File: src/rtl/dac_sched.sv
// dac_sched: two-requester update scheduler for the dual-channel 12-bit SPI DAC.
//
// Holds one sample per channel (A, B), arbitrates between pending samples, builds
// the 32-bit DAC command frame and sequences the 32-bit spi core through its
// en / data2trans / ss interface, one frame at a time.
//
// Ports:
//   clk          clock
//   rst          asynchronous, active-high reset (shared with the spi core)
//   a_valid_i    channel A sample offered
//   a_data_i     channel A 12-bit sample
//   a_ready_o    channel A holding register empty
//   b_valid_i    channel B sample offered
//   b_data_i     channel B 12-bit sample
//   b_ready_o    channel B holding register empty
//   spi_en_o     two-cycle start strobe to the spi core
//   spi_data_o   frame to the spi core, held from grant to next grant
//   spi_ss_i     spi core slave select: low while a frame is in flight
//   busy_o       high whenever the sequencer is not idle
//   last_ch_o    channel of the most recent grant (0 = A, 1 = B)
//   err_o        one-cycle pulse when spi_ss never falls after the strobe
//
// Build option: define DAC_SCHED_FIXED_PRIO_EN for fixed priority (A always
// wins a tie); otherwise ties are broken round-robin.

module dac_sched #(
  parameter logic [3:0]  ADDR_A      = 4'b0000,
  parameter logic [3:0]  ADDR_B      = 4'b0001,
  parameter logic [3:0]  COMMAND     = 4'b0011,
  parameter int unsigned ARM_TIMEOUT = 15
) (
  input  logic        clk,
  input  logic        rst,
  input  logic        a_valid_i,
  input  logic [11:0] a_data_i,
  output logic        a_ready_o,
  input  logic        b_valid_i,
  input  logic [11:0] b_data_i,
  output logic        b_ready_o,
  output logic        spi_en_o,
  output logic [31:0] spi_data_o,
  input  logic        spi_ss_i,
  output logic        busy_o,
  output logic        last_ch_o,
  output logic        err_o
);

  localparam int unsigned CntW = $clog2(ARM_TIMEOUT + 1);

  typedef enum logic [2:0] {
    StIdle,
    StEn1,
    StEn2,
    StArm,
    StDone
  } state_e;

  state_e          state_q, state_d;
  logic            pend_a_q, pend_a_d;
  logic            pend_b_q, pend_b_d;
  logic [11:0]     data_a_q, data_a_d;
  logic [11:0]     data_b_q, data_b_d;
  logic [31:0]     spi_data_q, spi_data_d;
  logic            last_ch_q, last_ch_d;
  logic            err_q, err_d;
  logic [CntW-1:0] cnt_q, cnt_d;

  logic            grant;
  logic            grant_b;
  logic [CntW-1:0] cnt_inc;

  assign grant = (state_q == StIdle) && (pend_a_q || pend_b_q);

`ifdef DAC_SCHED_FIXED_PRIO_EN
  // A always wins a tie; B only goes when A has nothing pending.
  assign grant_b = pend_b_q && !pend_a_q;
`else
  // On a tie the channel opposite the last grant wins.
  assign grant_b = pend_b_q && (!pend_a_q || !last_ch_q);
`endif

  assign cnt_inc = cnt_q + CntW'(1);

  // FSM next-state and timeout counter.
  always_comb begin
    state_d = state_q;
    cnt_d   = cnt_q;
    err_d   = 1'b0;
    unique case (state_q)
      StIdle: begin
        if (grant) state_d = StEn1;
      end
      StEn1: begin
        state_d = StEn2;
      end
      StEn2: begin
        state_d = StArm;
        cnt_d   = '0;
      end
      StArm: begin
        if (!spi_ss_i) begin
          state_d = StDone;
        end else begin
          cnt_d = cnt_inc;
          if (cnt_inc == CntW'(ARM_TIMEOUT)) begin
            // Core never started: drop the frame and flag it.
            state_d = StIdle;
            err_d   = 1'b1;
          end
        end
      end
      StDone: begin
        if (spi_ss_i) state_d = StIdle;
      end
      default: state_d = StIdle;
    endcase
  end

  // Holding registers, frame register and arbitration history.
  // A pending channel has ready low, so accept and grant never coincide.
  always_comb begin
    pend_a_d   = pend_a_q;
    pend_b_d   = pend_b_q;
    data_a_d   = data_a_q;
    data_b_d   = data_b_q;
    spi_data_d = spi_data_q;
    last_ch_d  = last_ch_q;

    if (a_valid_i && !pend_a_q) begin
      pend_a_d = 1'b1;
      data_a_d = a_data_i;
    end
    if (b_valid_i && !pend_b_q) begin
      pend_b_d = 1'b1;
      data_b_d = b_data_i;
    end

    if (grant) begin
      last_ch_d = grant_b;
      if (grant_b) begin
        pend_b_d   = 1'b0;
        spi_data_d = {8'd0, COMMAND, ADDR_B, data_b_q, 4'd0};
      end else begin
        pend_a_d   = 1'b0;
        spi_data_d = {8'd0, COMMAND, ADDR_A, data_a_q, 4'd0};
      end
    end
  end

  always_ff @(posedge clk or posedge rst) begin
    if (rst) begin
      state_q    <= StIdle;
      pend_a_q   <= 1'b0;
      pend_b_q   <= 1'b0;
      data_a_q   <= '0;
      data_b_q   <= '0;
      spi_data_q <= '0;
      last_ch_q  <= 1'b1;  // so A wins the first tie
      err_q      <= 1'b0;
      cnt_q      <= '0;
    end else begin
      state_q    <= state_d;
      pend_a_q   <= pend_a_d;
      pend_b_q   <= pend_b_d;
      data_a_q   <= data_a_d;
      data_b_q   <= data_b_d;
      spi_data_q <= spi_data_d;
      last_ch_q  <= last_ch_d;
      err_q      <= err_d;
      cnt_q      <= cnt_d;
    end
  end

  assign a_ready_o  = !pend_a_q;
  assign b_ready_o  = !pend_b_q;
  assign spi_en_o   = (state_q == StEn1) || (state_q == StEn2);
  assign busy_o     = (state_q != StIdle);
  assign spi_data_o = spi_data_q;
  assign last_ch_o  = last_ch_q;
  assign err_o      = err_q;

endmodule

File: config.mk
export PLATFORM = sky130hd
export DESIGN_NAME = dac_sched
export DESIGN_NICKNAME = d
export VERILOG_FILES = /design/src/rtl/dac_sched.sv
export SDC_FILE = /design/constraint.sdc
export NUM_CORES = 1
export LEC_CHECK = 0
export CORE_MARGIN = 10
export CORE_UTILIZATION = 40
export DETAILED_ROUTE_END_ITERATION = 10
export PLACE_DENSITY_LB_ADDON = 0.1
export SYNTH_ARGS = -nofsm -noshare
export SYNTH_HDL_FRONTEND = slang
export SYNTH_SLANG_ARGS = --single-unit
File: constraint.sdc
create_clock -name clk -period 1.7 [get_ports clk]
set_input_delay 0.51 -clock clk [delete_from_list [all_inputs] [get_ports clk]]
set_output_delay 0.51 -clock clk [all_outputs]
set_load 0.02 [all_outputs]
==> results.cfg <==
[worst_setup_path]
regToRegSetupSlack_ps = 140
worstPathArrival_ps = 1150
cp-end-kind = output pin
max_stage_delay_ps = 430
crit_path_max_fanout = 5
crit_family = flip-flops
worstSetupStartpointType = flop
rr_worst_depth = 5
crit_type = reg -> out
cp_cell_sequence = inv_1 -> clkdlybuf4s15_1
required_ps = 1190
r2r-end = state_q[0]
worst-path-buf-inv = 2
worst_path_max_delay_cell = dfrtp_1
r2r_start = cnt_q[1]

[global_route]
grt_max_degree = 50
grt_pass1_vias = 1600
grt_use_total_pct = 11.2
grt-ovfl-total = 0
grt_pass1_wl_um = 8030
antenna_found_initial = 0

[power_and_ir_drop]
leakage_nw = 1.37
p_total_mw = 4.86
powerDensity_nw_per_um2 = 1690
ir_worst_vdd_mv = 0.878

[floorplan]
start_util_pct = 40.9
row_count = 27
die_h_um = 94.6
die_area_um2 = 8940
pin_count = 67
die_w_um = 94.6
core_um2 = 5440

[finish]
syn2layout_area_growth_pct = 29.1
ff_latch_area_um2 = 1230
design_area_um2 = 2870
fin_cells = 320
multi_input_area_um2 = 820
drive_gt1_share_pct = 23.0
fin_nets = 278
fill_cells = 493
antenna_cells = 0

[routing]
drt-initial-drc-count = 94
post_drt_wl_per_cell_um = 15.1
viasPerCell = 4.73
ant_nets = 0
drtPass1Iterations = 5
drc_errors = 0
vias = 1512
wl_um = 4820

[timing]
fmax_ghz = 0.602
final-setup-viol-count = 0
slew_violations = 0
finalWorstSetupSlack_ps = 39.1
holdWs_ps = 484
worst_slew_pin_slew_ps = 611
hold_viol = 0
slew_headroom_pct = 59.3
fin_crit_sh_pct = 97.7
min_period_ps = 1660
skew_ps = 6.20

[clocking]
clkSlewWorstSetupHoldPaths_ps = 80
clock_path_buffers = 2
clk_latency_ps = 290
cts.sink_count = 49
cts_tree = yes
cts.htree.levels = 2
cts_made_buffers = 5
hold_buffers = 0
cts_root_buf = clkbuf_8

[logic_synthesis]
syn_area_per_cell_um2 = 12.1
synth-edff-count = 0
ys_seq_elements = 49
ys_types = 38
ys_async_sr_fraction_pct = 100
syn-cell-area_um2 = 2220
synth-seq-area-share_pct = 55.2
ys_warn_count = 0
syn_inst = 183
ys.flop_type = dfrtp_1

[outcome]
run_status = complete, no violations

[hold_path]
hold_end = spi_data_o[5]
hp-start = spi_data_o[5]
hold_class = reg -> reg
min_delay_path_depth = 2

[place]
hpwl_um = 3550
port_buffers = 49
place_congestion = 0.811
placed_cell_area_um2 = 2810
place_ws_ps = -129
placed_cells = 311

[flow_run]
maxCapViolCount = 0
[registers in the layout, indices dropped and copies added (netlist names)]
register    flops
err_o           1
cnt_q           4
spi_data_o     14
data_b_q       12
pend_b_q        1
state_q         3
last_ch_o       1
pend_a_q        1
data_a_q       12
[worst min-delay path, stage by stage (launching register included)]
cell and delay (ps):
dfrtp_1 350, nand2_1 40, o21ai_0 60
[repair_timing]
| action | CTS | global route |
|---|---|---|
| setup buffers | 0 | 1 |
| resized for setup | 29 | 4 |
| setup endpoints to repair | 21 | 4 |
| pin swaps | 0 | 1 |
| cloned | 0 | 0 |
[Yosys cell counts, types with 3 or more instances]
library cell | count | area, µm²
buf_2 | 3 | 15.0
inv_1 | 16 | 60.1
nor2_1 | 7 | 26.3
o21ai_0 | 6 | 30.0
buf_4 | 18 | 135
mux2_2 | 24 | 270
a21o_1 | 3 | 22.5
a222oi_1 | 9 | 90.1
a21oi_1 | 4 | 20.0
dfrtp_1 | 48 | 1200
nor2b_1 | 3 | 18.8
mux2i_1 | 4 | 40.0
nand2b_1 | 4 | 25.0
nand2_1 | 7 | 26.3
[final cells by class]
cell class | count | area share (%)
Sequential cell | 49 | 42.8
Tap cell | 72 | 3.14
Timing Repair Buffer | 65 | 20.6
Inverter | 16 | 2.09
Clock buffer | 7 | 2.66
Clock inverter | 1 | 0.174
Multi-Input combinational cell | 110 | 28.6
[metal layers]
layer  up-vias  GRT usage [%]  routed length, µm
met5         -              0                  0
met4         0           3.49                 74
met3         8           4.52                433
met2        51           18.1               2250
met1       719           13.3               2060
li1        734              -                  -
[cells by family (layout without fill, tap and decap cells)]
| family | Yosys count | after routing | synth area share [%] |
|---|---|---|---|
| muxes | 28 | 28 | 14.0 |
| adders and majority gates | 2 | 2 | 1.13 |
| and+or+nand+nor | 30 | 30 | 7.43 |
| DFF | 49 | 49 | 55.2 |
| buffers and inverters | 40 | 89 | 10.6 |
| xor gates and xnor gates | 1 | 1 | 0.394 |
| AOI/OAI and AO/OA | 32 | 32 | 11.1 |
| other | 1 | 17 | 0.169 |
[stage by stage]
| stage | util [%] | setup TNS [ps] |
|---|---|---|
| after global routing | 52.8 | -2.21 |
| after global placement | 51.7 | -2820 |
| after detailed placement | 51.7 | -3000 |
| final | 52.8 | 0 |
| after CTS | 52.6 | 0 |
| after floorplan | - | 0 |
[cell usage in the layout, fill, tap and decap left out, types with 3 or more instances in the layout]
cell	synthesis	final
nor2_1	7	7
nor2b_1	3	3
dfrtp_1	48	47
o21ai_0	6	6
nand2b_1	4	4
nand2_1	7	7
inv_1	16	15
clkbuf_8	0	5
a222oi_1	9	9
mux2i_1	4	4
a21oi_1	4	4
buf_4	18	16
dlygate4sd2_1	0	16
mux2_2	24	24
conb_1	1	17
a21o_1	3	3
clkdlybuf4s50_1	0	28
[power breakdown]
group	switching, mW	internal (mW)	leakage (nW)
sequential	0.327	1.71	0.591
combinational	1.09	1.09	0.738
clock	0.357	0.289	0.0422
[how the worst max path moves through the flow]
stage / cells after the start / to / start
global placement: 4 / data_b_q[9] / b_valid_i
CTS: 1 / last_ch_o / last_ch_o
floorplan: 1 / cnt_q[0] / rst
finish: 2 / b_ready_o / pend_b_q
global route: 3 / spi_en_o / state_q[0]
detailed placement: 4 / data_b_q[4] / b_valid_i
Power figures use the tool's default switching activity.
==> patch 1, RTL diff (config.mk and constraints unchanged) <==
The 5 states of `state_e` get a one-hot encoding in 5 bits.
--- a/src/rtl/dac_sched.sv
+++ b/src/rtl/dac_sched.sv
@@ -47,12 +47,12 @@
 
   localparam int unsigned CntW = $clog2(ARM_TIMEOUT + 1);
 
-  typedef enum logic [2:0] {
-    StIdle,
-    StEn1,
-    StEn2,
-    StArm,
-    StDone
+  typedef enum logic [4:0] {
+    StIdle = 5'b00001,
+    StEn1  = 5'b00010,
+    StEn2  = 5'b00100,
+    StArm  = 5'b01000,
+    StDone = 5'b10000
   } state_e;
 
   state_e          state_q, state_d;
Check against the original RTL: same outputs for any inputs over 10 cycles, from zero or initial values and one cycle with rst high; not proved beyond that.
==> patch 1 against the unedited design <==
Area after synthesis is 11% higher; cell area up 14%; worst hold slack better by 0.0014 ns; sequential cell count grew 2; routed wire length grew 16%; clock skew down 0.0018 ns; the run now ends with negative setup slack left; combinational power increased by 42%; worst setup slack lost 0.24 ns; via count grew 22%; global-route usage up 0.34 points; critical path type unchanged; first-iteration DRC count is 20% higher; core utilization increased by 2.0 points; fmax down 12%; power up 23%.
==> patch 1: results (changes against the unedited design) <==
outcome:
  status: "complete, but fails checks"
  violations: "negative setup slack"
sta:
  worst_slack_ns: -0.197  # -0.236 ns
  skew_ns: 0.00435  # -0.00185 ns
  report.final.setup_viol: 2  # +2
  setup_tns_ns: -0.287  # -0.287 ns
yosys:
  yosysUniqueCellTypes: 44  # +16%
  ys_seq_area_frac: 0.520  # -0.0322
  synth_area_leaders: "dfrtp_1 (50%), mux2_2 (11%), buf_4 (5.8%)"
  avgSynthCellArea_um2: 11.2  # -7.6%
grt:
  grt_pass1_vias: 1917  # +20%
  grt_pass1_wl_mm: 9.36  # +16%
  grt_max_degree: 52  # +4.0%
detailed_routing:
  vias: 1841  # +22%
  drt-wirelength-per-cell_um: 15.1  # about the same
  firstDrtPassIters: 4  # -1
  finalWirelength_mm: 5.59  # +16%
  drt_iter0_drc: 113  # +20%
final_layout:
  nNetsFinal: 326  # +17%
  drive_above_1_share: 0.264  # +0.0337
  nFillCells: 561  # +14%
setup_path:
  cp_slowest_stage_delay_ns: 0.54  # +0.11 ns
  worstReg2RegEnd: "state_q[3]$_DFFE_PP0P_"
  worstPathMaxFanout: 2  # -3
  crit_slowest_cell: "dfstp_2"
  r2r_cells: 5  # unchanged
  r2r-start: "cnt_q[0]$_DFFE_PP0P_"
  rrSetupSlack_ns: 0.10  # -0.04 ns
placed_design:
  hpwl_mm: 4.27  # +20%
  place_ws_ns: -0.277  # -0.148 ns
  place_area_um2: 3160  # +12%
  place_congestion: 0.828  # +2.1%
worst_hold_path:
  whs_path_depth: 2  # unchanged
  whs_endpoint: "spi_data_o[8]$_DFFE_PP0N_"
die:
  core_region_area_um2: 5960  # +9.5%
power_and_ir_drop:
  peakVddDrop_mv: 0.736  # -16%
==> patch 1: final cells by class <==
class	count	area share
flip-flops and latches	51	0.393
multi-input cells	147	0.316
repair buffers	81	0.219
clock buffers	8	0.0307
well taps	75	0.0288
inverters	9	0.0123
==> patch 1: power breakdown <==
group	leakage [nW]	total [mW]	internal, mW	switching [mW]
Combinational	0.820	3.09	1.52	1.57
Clock	0.0515	0.742	0.372	0.370
Sequential	0.599	2.15	1.80	0.346
==> patch 1: worst max-delay path by stage <==
stage | from | to | slack [ns]
6_report | state_q[0]$_DFFE_PP1P_ | busy_o | -0.20
3_3_place_gp | state_q[0]$_DFFE_PP1P_ | busy_o | -0.25
2_1_floorplan | state_q[2]$_DFFE_PP0P_ | spi_en_o | 0.09
3_5_place_dp | state_q[1]$_DFFE_PP0P_ | spi_en_o | -0.28
4_1_cts | state_q[0]$_DFFE_PP1P_ | busy_o | -0.17
5_1_grt | state_q[0]$_DFFE_PP1P_ | busy_o | -0.27
==> patch 1: worst reg2reg max path: cells and delay by family, from the launching register on <==
| kind | cells | cell delay (ns) |
|---|---|---|
| AND/OR/NAND/NOR | 1 | 0.17 |
| flip-flops | 1 | 0.39 |
| AO/OA/AOI/OAI | 3 | 0.69 |
| adder cells (fa/ha/maj) | 1 | 0.24 |
==> patch 1: layer usage <==
| layer | share of wire | up-vias | global-route usage | wire, um |
|---|---|---|---|---|
| li1 | - | 886 | - | - |
| met1 | 0.41 | 897 | 0.133 | 2310 |
| met2 | 0.50 | 53 | 0.196 | 2820 |
| met3 | 0.073 | 5 | 0.0412 | 408 |
| met4 | 0.011 | 0 | 0.0353 | 62 |
| met5 | 0 | - | 0 | 0 |
==> patch 1: what timing repair did <==
action | CTS | global route
gates resized for setup | 34 | 3
endpoints found under the setup margin | 21 | 13
buffers inserted | 1 | 1
gates cloned | 0 | 0
==> patch 1: logic make-up after synthesis <==
| family | share of synthesized area |
|---|---|
| compound gates | 0.119 |
| xor+xnor | 0.0107 |
| fa+ha+maj | 0.0102 |
| buf+inv | 0.0916 |
| flops | 0.520 |
| mux | 0.130 |
| other cells | 0.00152 |
| simple gates | 0.117 |
==> patch 2, RTL diff (same settings) <==
Made on the original files. The parameter `ARM_TIMEOUT` goes from 15 to 16.
--- a/src/rtl/dac_sched.sv
+++ b/src/rtl/dac_sched.sv
@@ -27,7 +27,7 @@
   parameter logic [3:0]  ADDR_A      = 4'b0000,
   parameter logic [3:0]  ADDR_B      = 4'b0001,
   parameter logic [3:0]  COMMAND     = 4'b0011,
-  parameter int unsigned ARM_TIMEOUT = 15
+  parameter int unsigned ARM_TIMEOUT = 16
 ) (
   input  logic        clk,
   input  logic        rst,
Formal check against the unedited RTL: no difference found for any inputs over 10 cycles, from zero or initial values and one cycle with rst high; that may be too few to reach the edited logic, so the function may still have changed.
==> patch 2 against the unedited design <==
The run now ends with negative setup slack left; area after synthesis increased by 0.56%; sequential cell count grew 1; routed wire length increased by 3.3%; cell area grew 3.7%; power rose by 7.3%; fmax is 5.8% lower; clock power is 37% higher; worst setup slack got worse by 0.10 ns; register-to-register slack got worse by 0.08 ns.
==> patch 2: results (changes against the unedited design) <==
outcome:
  status: "complete, but fails checks"
  violations: "negative setup slack"
final_layout:
  nNetsFinal: 282  # +1.4%
  nFillCells: 496  # +0.61%
  drive_above_1_share: 0.241  # +0.0113
  buf_share: 0.213  # +0.00769
  inverters: 5  # -11
  num-clock-buffers: 6  # -1
  multi_input_gates: 121  # +10%
  signal_buffers: 69  # +6.2%
grt:
  gr-usage-met1: 0.153  # +0.0200
  gr-usage-met2: 0.167  # -0.0137
  track_usage: 0.115  # +0.00335
  grt_pass1_vias: 1571  # -1.8%
  grt_max_degree: 26  # -48%
power_and_ir_drop:
  p_int_mw: 3.39  # +9.7%
  powerClk_uw: 883  # +37%
  p_leak_nw: 1.40  # +2.0%
  peakVddDrop_mv: 0.643  # -27%
yosys:
  synth_area_leaders: "dfrtp_1 (55%), mux2_2 (12%), buf_4 (6.0%)"
  synthAdderAreaFrac: 0.00560  # -0.00566
  avgSynthCellArea_um2: 12.0  # -1.1%
  yosysUniqueCellTypes: 31  # -18%
  synth-xor-area-share: 0.00783  # +0.00390
  synth-compound-area-share: 0.0935  # -0.0174
  synth_top_cells_by_count: "dfrtp_1 (49), mux2_2 (24), buf_4 (18)"
setup_path:
  crit_start: "state_q[0]$_DFFE_PP0P_"
  worstPathMaxFanout: 3  # -2
  r2r-start: "state_q[0]$_DFFE_PP0P_"
  r2r_cells: 4  # -1
  crit_arrival_ns: 1.25  # +0.10 ns
  cp-endpoint: "busy_o"
  rrSetupSlack_ns: 0.06  # -0.08 ns
sta:
  worst_slack_ns: -0.0636  # -0.103 ns
  setup_tns_ns: -0.0636  # -0.0636 ns
  skew_ns: 0.0115  # +0.00529 ns
  report.final.setup_viol: 1  # +1
detailed_routing:
  drt_iter0_drc: 49  # -48%
  firstDrtPassIters: 4  # -1
  viasPerCell: 4.75  # +0.61%
  wl_met2_mm: 2.16  # -4.0%
  met1_length_mm: 2.25  # +9.3%
  drt-wirelength-per-cell_um: 15.3  # +1.8%
worst_hold_path:
  whs_endpoint: "spi_data_o[16]$_DFFE_PP0N_"
placed_design:
  place_congestion: 0.725  # -11%
  dp_cells: 317  # +1.9%
die:
  die_x_um: 94.8  # +0.22%
==> patch 2: cell types whose count changed in the layout (fill, tap and decap cells not counted), moves of 5 or more <==
cell,change
a221o_1,+7
inv_1,-11
and3_1,+8
a222oi_1,-9
o21ai_1,+5
nand2_1,+6
==> patch 2: per-stage QoR <==
| step | instance area, um^2 | worst slack [ns] | utilization | hold WS [ns] |
|---|---|---|---|---|
| 2_1_floorplan | 2300 | 0.103 | - | 0.458 |
| 3_3_place_gp | 2860 | -0.137 | 0.523 | 0.468 |
| 3_5_place_dp | 2860 | -0.132 | 0.523 | 0.476 |
| 4_1_cts | 2960 | -0.153 | 0.540 | 0.494 |
| 5_1_grt | 2980 | -0.0968 | 0.544 | 0.502 |
| 6_report | 2980 | -0.0636 | 0.544 | 0.484 |
==> patch 2: repair_timing <==
action,CTS,global route
setup endpoints to repair,33,16
setup buffers,0,0
pin swaps,0,0
gates resized for setup,26,11
